**src/rtl/fifo_bridge_xfer.sv**
```systemverilog
// Moves one word at a time from FIFO A to FIFO B through a selectable transform,
// with a saturating transfer counter. Optional parity outputs: FIFO_BRIDGE_PARITY_EN.
module fifo_bridge_xfer #(
    parameter int unsigned DATA_W = 32,
    parameter int unsigned RD_LAT = 1,
    parameter int unsigned CNT_W  = 16
) (
    input  logic              CLK,
    input  logic              rst_n,
    input  logic [DATA_W-1:0] FIFOA_OUT,
    input  logic              FIFOA_empty,
    output logic              FIFOA_ren,
    input  logic              FIFOB_full,
    output logic [DATA_W-1:0] FIFOB_IN,
    output logic              FIFOB_wen,
    input  logic              enable,
    input  logic [1:0]        mode,
    input  logic              clr,
    output logic              busy,
    output logic [CNT_W-1:0]  xfer_count,
`ifdef FIFO_BRIDGE_PARITY_EN
    output logic              FIFOB_par,
    output logic [7:0]        par_err_cnt,
`endif
    output logic              Triggered
);

    localparam int unsigned NBYTES = DATA_W / 8;
    localparam int unsigned LAT_W  = 2;

    typedef enum logic [1:0] {IDLE, REQ, WAIT, WRITE} state_t;

    state_t            state;
    logic [LAT_W-1:0]  lat_cnt;
    logic [DATA_W-1:0] xform_c;
    logic              capture_c;
    logic              wen_set_c;

    // Data transform applied to the word as it is captured
    always_comb begin
        xform_c = FIFOA_OUT;
        case (mode)
            2'b01: xform_c = ~FIFOA_OUT;
            2'b10: begin
                for (int k = 0; k < int'(NBYTES); k++) begin
                    xform_c[8*(int'(NBYTES)-1-k) +: 8] = FIFOA_OUT[8*k +: 8];
                end
            end
            default: xform_c = FIFOA_OUT;
        endcase
    end

    // A write is armed at the capture edge or at the first unstalled edge in WRITE
    assign capture_c = (state == WAIT) && (lat_cnt == '0);
    assign wen_set_c = !FIFOB_full &&
                       (capture_c || ((state == WRITE) && !FIFOB_wen));

    always_ff @(posedge CLK or negedge rst_n) begin
        if (!rst_n) begin
            state     <= IDLE;
            lat_cnt   <= '0;
            FIFOA_ren <= 1'b0;
            FIFOB_wen <= 1'b0;
            FIFOB_IN  <= '0;
            busy      <= 1'b0;
        end else begin
            FIFOA_ren <= 1'b0;
            FIFOB_wen <= wen_set_c;
            case (state)
                IDLE: begin
                    if (enable && !FIFOA_empty && !FIFOB_full) begin
                        state     <= REQ;
                        FIFOA_ren <= 1'b1;
                        busy      <= 1'b1;
                    end
                end
                REQ: begin
                    state   <= WAIT;
                    lat_cnt <= LAT_W'(RD_LAT - 1);
                end
                WAIT: begin
                    if (capture_c) begin
                        state    <= WRITE;
                        FIFOB_IN <= xform_c;
                    end else begin
                        lat_cnt <= lat_cnt - 1'b1;
                    end
                end
                WRITE: begin
                    if (FIFOB_wen) begin
                        state    <= IDLE;
                        FIFOB_IN <= '0;
                        busy     <= 1'b0;
                    end
                end
                default: state <= IDLE;
            endcase
        end
    end

    // Host-visible counter and sticky flag; clr overrides a coincident write
    always_ff @(posedge CLK or negedge rst_n) begin
        if (!rst_n) begin
            xfer_count <= '0;
            Triggered  <= 1'b0;
        end else if (clr) begin
            xfer_count <= '0;
            Triggered  <= 1'b0;
        end else if (wen_set_c) begin
            Triggered <= 1'b1;
            if (xfer_count != '1) xfer_count <= xfer_count + 1'b1;
        end
    end

`ifdef FIFO_BRIDGE_PARITY_EN
    always_ff @(posedge CLK or negedge rst_n) begin
        if (!rst_n) begin
            FIFOB_par   <= 1'b0;
            par_err_cnt <= '0;
        end else begin
            if (capture_c) begin
                FIFOB_par <= ^xform_c;
                if (^FIFOA_OUT && par_err_cnt != '1) par_err_cnt <= par_err_cnt + 1'b1;
            end else if (state == WRITE && FIFOB_wen) begin
                FIFOB_par <= 1'b0;
            end
        end
    end
`endif

endmodule

```
**config.mk**
```make
export PLATFORM = sky130hd
export DESIGN_NAME = fifo_bridge_xfer
export DESIGN_NICKNAME = d
export VERILOG_FILES = /design/src/rtl/fifo_bridge_xfer.sv
export SDC_FILE = /design/constraint.sdc
export NUM_CORES = 1
export LEC_CHECK = 0
export CORE_MARGIN = 1
export CORE_UTILIZATION = 47
export DETAILED_ROUTE_END_ITERATION = 8
export PLACE_DENSITY = 0.88
export SYNTH_ARGS = -nofsm -noshare
export SYNTH_HDL_FRONTEND = slang
export SYNTH_SLANG_ARGS = --single-unit
```
**constraint.sdc**
```tcl
create_clock -name CLK -period 2.45 [get_ports CLK]
set_input_delay 0.245 -clock CLK [delete_from_list [all_inputs] [get_ports CLK]]
set_output_delay 0.245 -clock CLK [all_outputs]
set_load 0.02 [all_outputs]
```
# Word level (Yosys, flattened, before mapping)
# Index checks and enable logic that the tools add are counted.
# totals
register_bits	56
input_bits	40
out_inout_bits	52
elab_cells	62
# classes
add_sub_neg	2
n_eq_ne	10
n_mux	20
n_bitwise	1
n_reduce_logical	21
# ops
cell	count
case mux 32 bit (2 select lines)	2
two-way mux 32 bit	2
two-way mux 16 bit	3
NOT 32 bit	1
adder 16 x 1 -> 16 bit, second input constant	1
inequality test 16 bit, second input constant	1
nonzero test 2 bit	5
AND reduction 3 bit	3
two-way mux 2 bit	4
inequality test 2 bit, second input constant	4
case mux 2 bit (4 select lines)	1
equality test 2 bit, second input constant	3
two-way mux 1 bit	6
logical AND 1 bit	5
equality test 2 x 1 -> 1 bit, second input constant	2
logical NOT 2 bit	2
case mux 2 bit (2 select lines)	1
AND reduction 2 bit	2
logical NOT 1 bit	3
case mux 1 bit (2 select lines)	1
subtractor 2 x 1 -> 2 bit, second input constant	1
logical OR 1 bit	1

# Logic depth before layout (Yosys ltp)
# logic_depth
depth_word	6
depth_mapped	9
depth_no_buf	7

# Worst setup path after synthesis
# OpenSTA, ideal clock, no wires.
# synth_path
path_type	register to register
start	reg xfer_count[0]
end	reg xfer_count[12]
setup_ps	125
t_arrival_ps	1837
required_ps	2325
path_slack_ps	489
stages_incl_launch_ff	7
path_buffers	1
synth_period_minus_slack_ps	1961
cell_sequence	dfrtp_1 > ha_1 > nand3_1 > or2_1 > clkbuf_1 > nor4_1 > mux2_2
# synth_between
elab_chain_len	4
word_cells_on_any_way	7
cone_classes	1 x add/sub; 1 x eq/ne; 3 x mux; 2 x reduce/logical
# synth_lines
item	line	source
start: declaration	20	output logic [CNT_W-1:0] xfer_count,
start signal: assignment	111	if (xfer_count != '1) xfer_count <= xfer_count + 1'b1;
adder 16 x 1 -> 16 bit	111	
two-way mux 16 bit	111	
two-way mux 16 bit	109	end else if (wen_set_c) begin
two-way mux 16 bit	106	end else if (clr) begin
# Several ways; a longest one is shown, not always the timed one. The select of a mux whose other input is x is not followed.
# A chain may end at the register's enable or synchronous reset.

# Final worst setup path
# layout_path
start	reg state[0]
end	reg xfer_count[11]
# layout_between
elab_chain_len	6
word_cells_on_any_way	8
cone_classes	2 x eq/ne; 6 x reduce/logical
# layout_lines
item	line	source
start: declaration	33	state_t state;
start signal: assignment	60	state <= IDLE;
start signal: assignment	72	state <= REQ;
start signal: assignment	78	state <= WAIT;
equality test 2 bit, on equally long branches	54, 56	
logical AND 1 bit, on equally long branches	54, 56	
logical OR 1 bit *	56	(capture_c || ((state == WRITE) && !FIFOB_wen));
logical AND 1 bit *	55	assign wen_set_c = !FIFOB_full &&
nonzero test 2 bit (no line) *	--	
AND reduction 2 bit (no line) *	--	
# Mark *: on every way between the ends. The rest lies on a longest branch, timed or not.

==> flow_metrics.env <==
export IMPL_status="finished clean"
export IMPL_grt_max_degree=41
export IMPL_setup_violations=0
export IMPL_drc=0
export IMPL_drive_gt1_share_pct=6.85
export IMPL_numCtsBuffers=5
export IMPL_crit_type="reg -> reg"
export IMPL_synth_cell_types=33
export IMPL_syn_area_sq_um=3090
export IMPL_rows=29
export IMPL_clkLatencyLatePin_ps=310
export IMPL_place_congestion=0.822
export IMPL_ys_warn_count=0
export IMPL_setup_worst_path_end_class="flop"
export IMPL_drt_iter0_markers=192
export IMPL_fin_crit_ps=2170
export IMPL_hold_viol=0
export IMPL_ir_drop_uv=811
export IMPL_first_pass_iters=4
export IMPL_ios=92
export IMPL_hp_class="in -> async"
export IMPL_grt_usage_pct=23.4
export IMPL_yosysSeqAreaShare_pct=45.4
export IMPL_coreArea_sq_um=6350
export IMPL_tightest_slew_ps=672
export IMPL_synth_fp_nets=373
export IMPL_n_antenna_cell=0
export IMPL_ant_nets=0
export IMPL_antenna_found_initial=0
export IMPL_maxSlewHeadroom_pct=55.2
export IMPL_max_freq_mhz=461
export IMPL_start_kind="flop"
export IMPL_yosys_most_used_dff="dfrtp_1"
export IMPL_wl_um=7850
export IMPL_synth_area_leader_cell="dfrtp_1"
export IMPL_cts_buffer_depth=2
export IMPL_cts_resized=0
export IMPL_cts_tree="built"
export IMPL_syn_area_per_cell_sq_um=9.50
export IMPL_cts_setup_buffers=0
export IMPL_clock_sinks=56
export IMPL_synth_edf_count=0
export IMPL_p_per_area_nw_per_um2=966
export IMPL_portBuffers=91
export IMPL_skew_ps=5.37
export IMPL_dp_hpwl_um=5560
export IMPL_multi_input_area_sq_um=1440
export IMPL_ys_ff_latch=56
export IMPL_die_h_um=83.1
export IMPL_worstPathRequired_ps=2680
export IMPL_postSynthCellCount=325
export IMPL_vias_per_cell=6.06
export IMPL_h_tree_depth=2
export IMPL_regArea_sq_um=1400
export IMPL_clockRootBuffer="clkbuf_8"
export IMPL_cp_max_fo=7
export IMPL_fill_cells=490
export IMPL_grt_pass1_vias=2825
export IMPL_yosys_top_cells_area="dfrtp_1, a22o_1, a221oi_1, a21oi_1, inv_1"
export IMPL_final_nets=456
export IMPL_synthTopCellsByCount="dfrtp_1, a21oi_1, inv_1, a22o_1, a221oi_1"
export IMPL_start_util_pct=48.6
export IMPL_wire_per_inst_um=16.1
export IMPL_syn_to_final_growth_pct=36.3
export IMPL_die_w_um=83.1
export IMPL_die_area_sq_um=6900
export IMPL_synth_top_cell_area_share_pct=45.4
export IMPL_setup_tns_ps=0
export IMPL_overflow=0
export IMPL_hold_slack_ps=496
export IMPL_async_flop_share_pct=100
export IMPL_cp_arrival_ps=2400
export IMPL_num_vias=2946
export IMPL_rsz0062_at_grt="no"
export IMPL_period_share_pct=88.5
export IMPL_drv_cap=0
export IMPL_power_w=0.00407
export IMPL_p_leak_nw=1.82
export IMPL_synth_most_common_cell="dfrtp_1"
export IMPL_grt_pass1_wl_um=13300
export IMPL_drv_slew=0
export IMPL_path_clk_slew_ps=100
registers in the layout, summed over array words and instances, names as in the netlist:
name,cells
FIFOB_IN,32
xfer_count,16
lat_cnt,2
state,2
FIFOA_ren,1
FIFOB_wen,1
Triggered,1
busy,1
area by class of cell:
class	count	area share, %
multi-input combinational	201	34.1
timing repair buffer	101	24.0
sequential	56	33.3
tap	77	2.29
clock buffer	6	1.72
clock inverter	2	0.832
inverter	43	3.83
routing by layer:
| layer | wire length, um | global-route usage (%) | part of all wire, % | up-vias |
|---|---|---|---|---|
| met3 | 610 | 6.56 | 7.8 | 6 |
| met2 | 3900 | 39.6 | 50 | 119 |
| li1 | - | - | - | 1392 |
| met4 | 50 | 5.17 | 0.64 | 0 |
| met5 | 0 | 0 | 0 | - |
| met1 | 3290 | 30.0 | 42 | 1429 |
worst max-delay path, cell delays in order (launching register included):
cell and delay (ps):
dfrtp_1 430, inv_1 100, ha_1 240, nand2_1 110, a2111o_1 520, or4_1 530, a21oi_1 170
power breakdown:
part / internal [W] / switching (W) / total (W)
Sequential: 0.00121 / 0.000184 / 0.00140
Combinational: 0.000978 / 0.00109 / 0.00207
Clock: 0.000304 / 0.000294 / 0.000598
cells by family (layout without fill, tap and decap cells):
family | Yosys count | in the layout | synth area share, %
compound gates | 131 | 131 | 30.5
mux | 5 | 5 | 1.82
simple gates | 57 | 57 | 10.8
fa+ha+maj | 8 | 8 | 3.24
flops | 56 | 56 | 45.4
buf+inv | 68 | 152 | 8.31
worst paths after layout:
check                           start        endpoint  slack (ps)  cells past startpoint
hold reg to reg            lat_cnt[1]      lat_cnt[1]         500                      2
max in group asynchronous       rst_n    FIFOB_IN[28]        1370                      3
setup reg to reg             state[0]  xfer_count[11]         280                      6
min in group CLK           lat_cnt[1]      lat_cnt[1]         500                      2
hold / removal                  rst_n    FIFOB_IN[20]         500                      2
setup / recovery             state[0]  xfer_count[11]         280                      6
repair_timing:
item | in CTS | in global routing
hold buffers | 1 | 0
hold endpoints to repair | 28 | 0
setup endpoints to repair | 0 | 0
cells in the final DEF, fill, tap and decap left out, drive strengths merged:
cell           synthesis  final
a2111o                 1      1
a21o                   1      1
a21oi                 46     46
a221oi                32     32
a22o                  33     33
a2bb2oi                1      1
and4                   2      2
buf                    1     10
bufinv                 0      1
clkbuf                24      6
clkdlybuf4s50          0     90
clkinv                 0      1
dfrtp                 56     56
dlygate4sd3            0      1
ha                     8      8
inv                   43     43
mux2                   5      5
nand2                 10     10
nand2b                 2      2
nand3                  5      5
nand3b                 1      1
nand4                  4      4
nor2                   9      9
nor2b                  4      4
nor3                   2      2
nor4                   4      4
o211ai                 1      1
o21ai                  6      6
o31ai                  9      9
o41ai                  1      1
or2                    2      2
or3                    2      2
or3b                   1      1
or4                    9      9
stage by stage:
| step | setup slack (ps) | cells | instance area (sq um) | util, % |
|---|---|---|---|---|
| after CTS | 302 | 486 | 4210 | 66.3 |
| after global routing | 144 | 486 | 4210 | 66.3 |
| final | 283 | 486 | 4210 | 66.3 |
| after floorplan | 489 | 325 | 3090 | - |
| after global placement | 448 | 477 | 4090 | 64.5 |
| after detailed placement | 361 | 477 | 4090 | 64.5 |
Note: power is estimated with default switching activity, not from simulation.
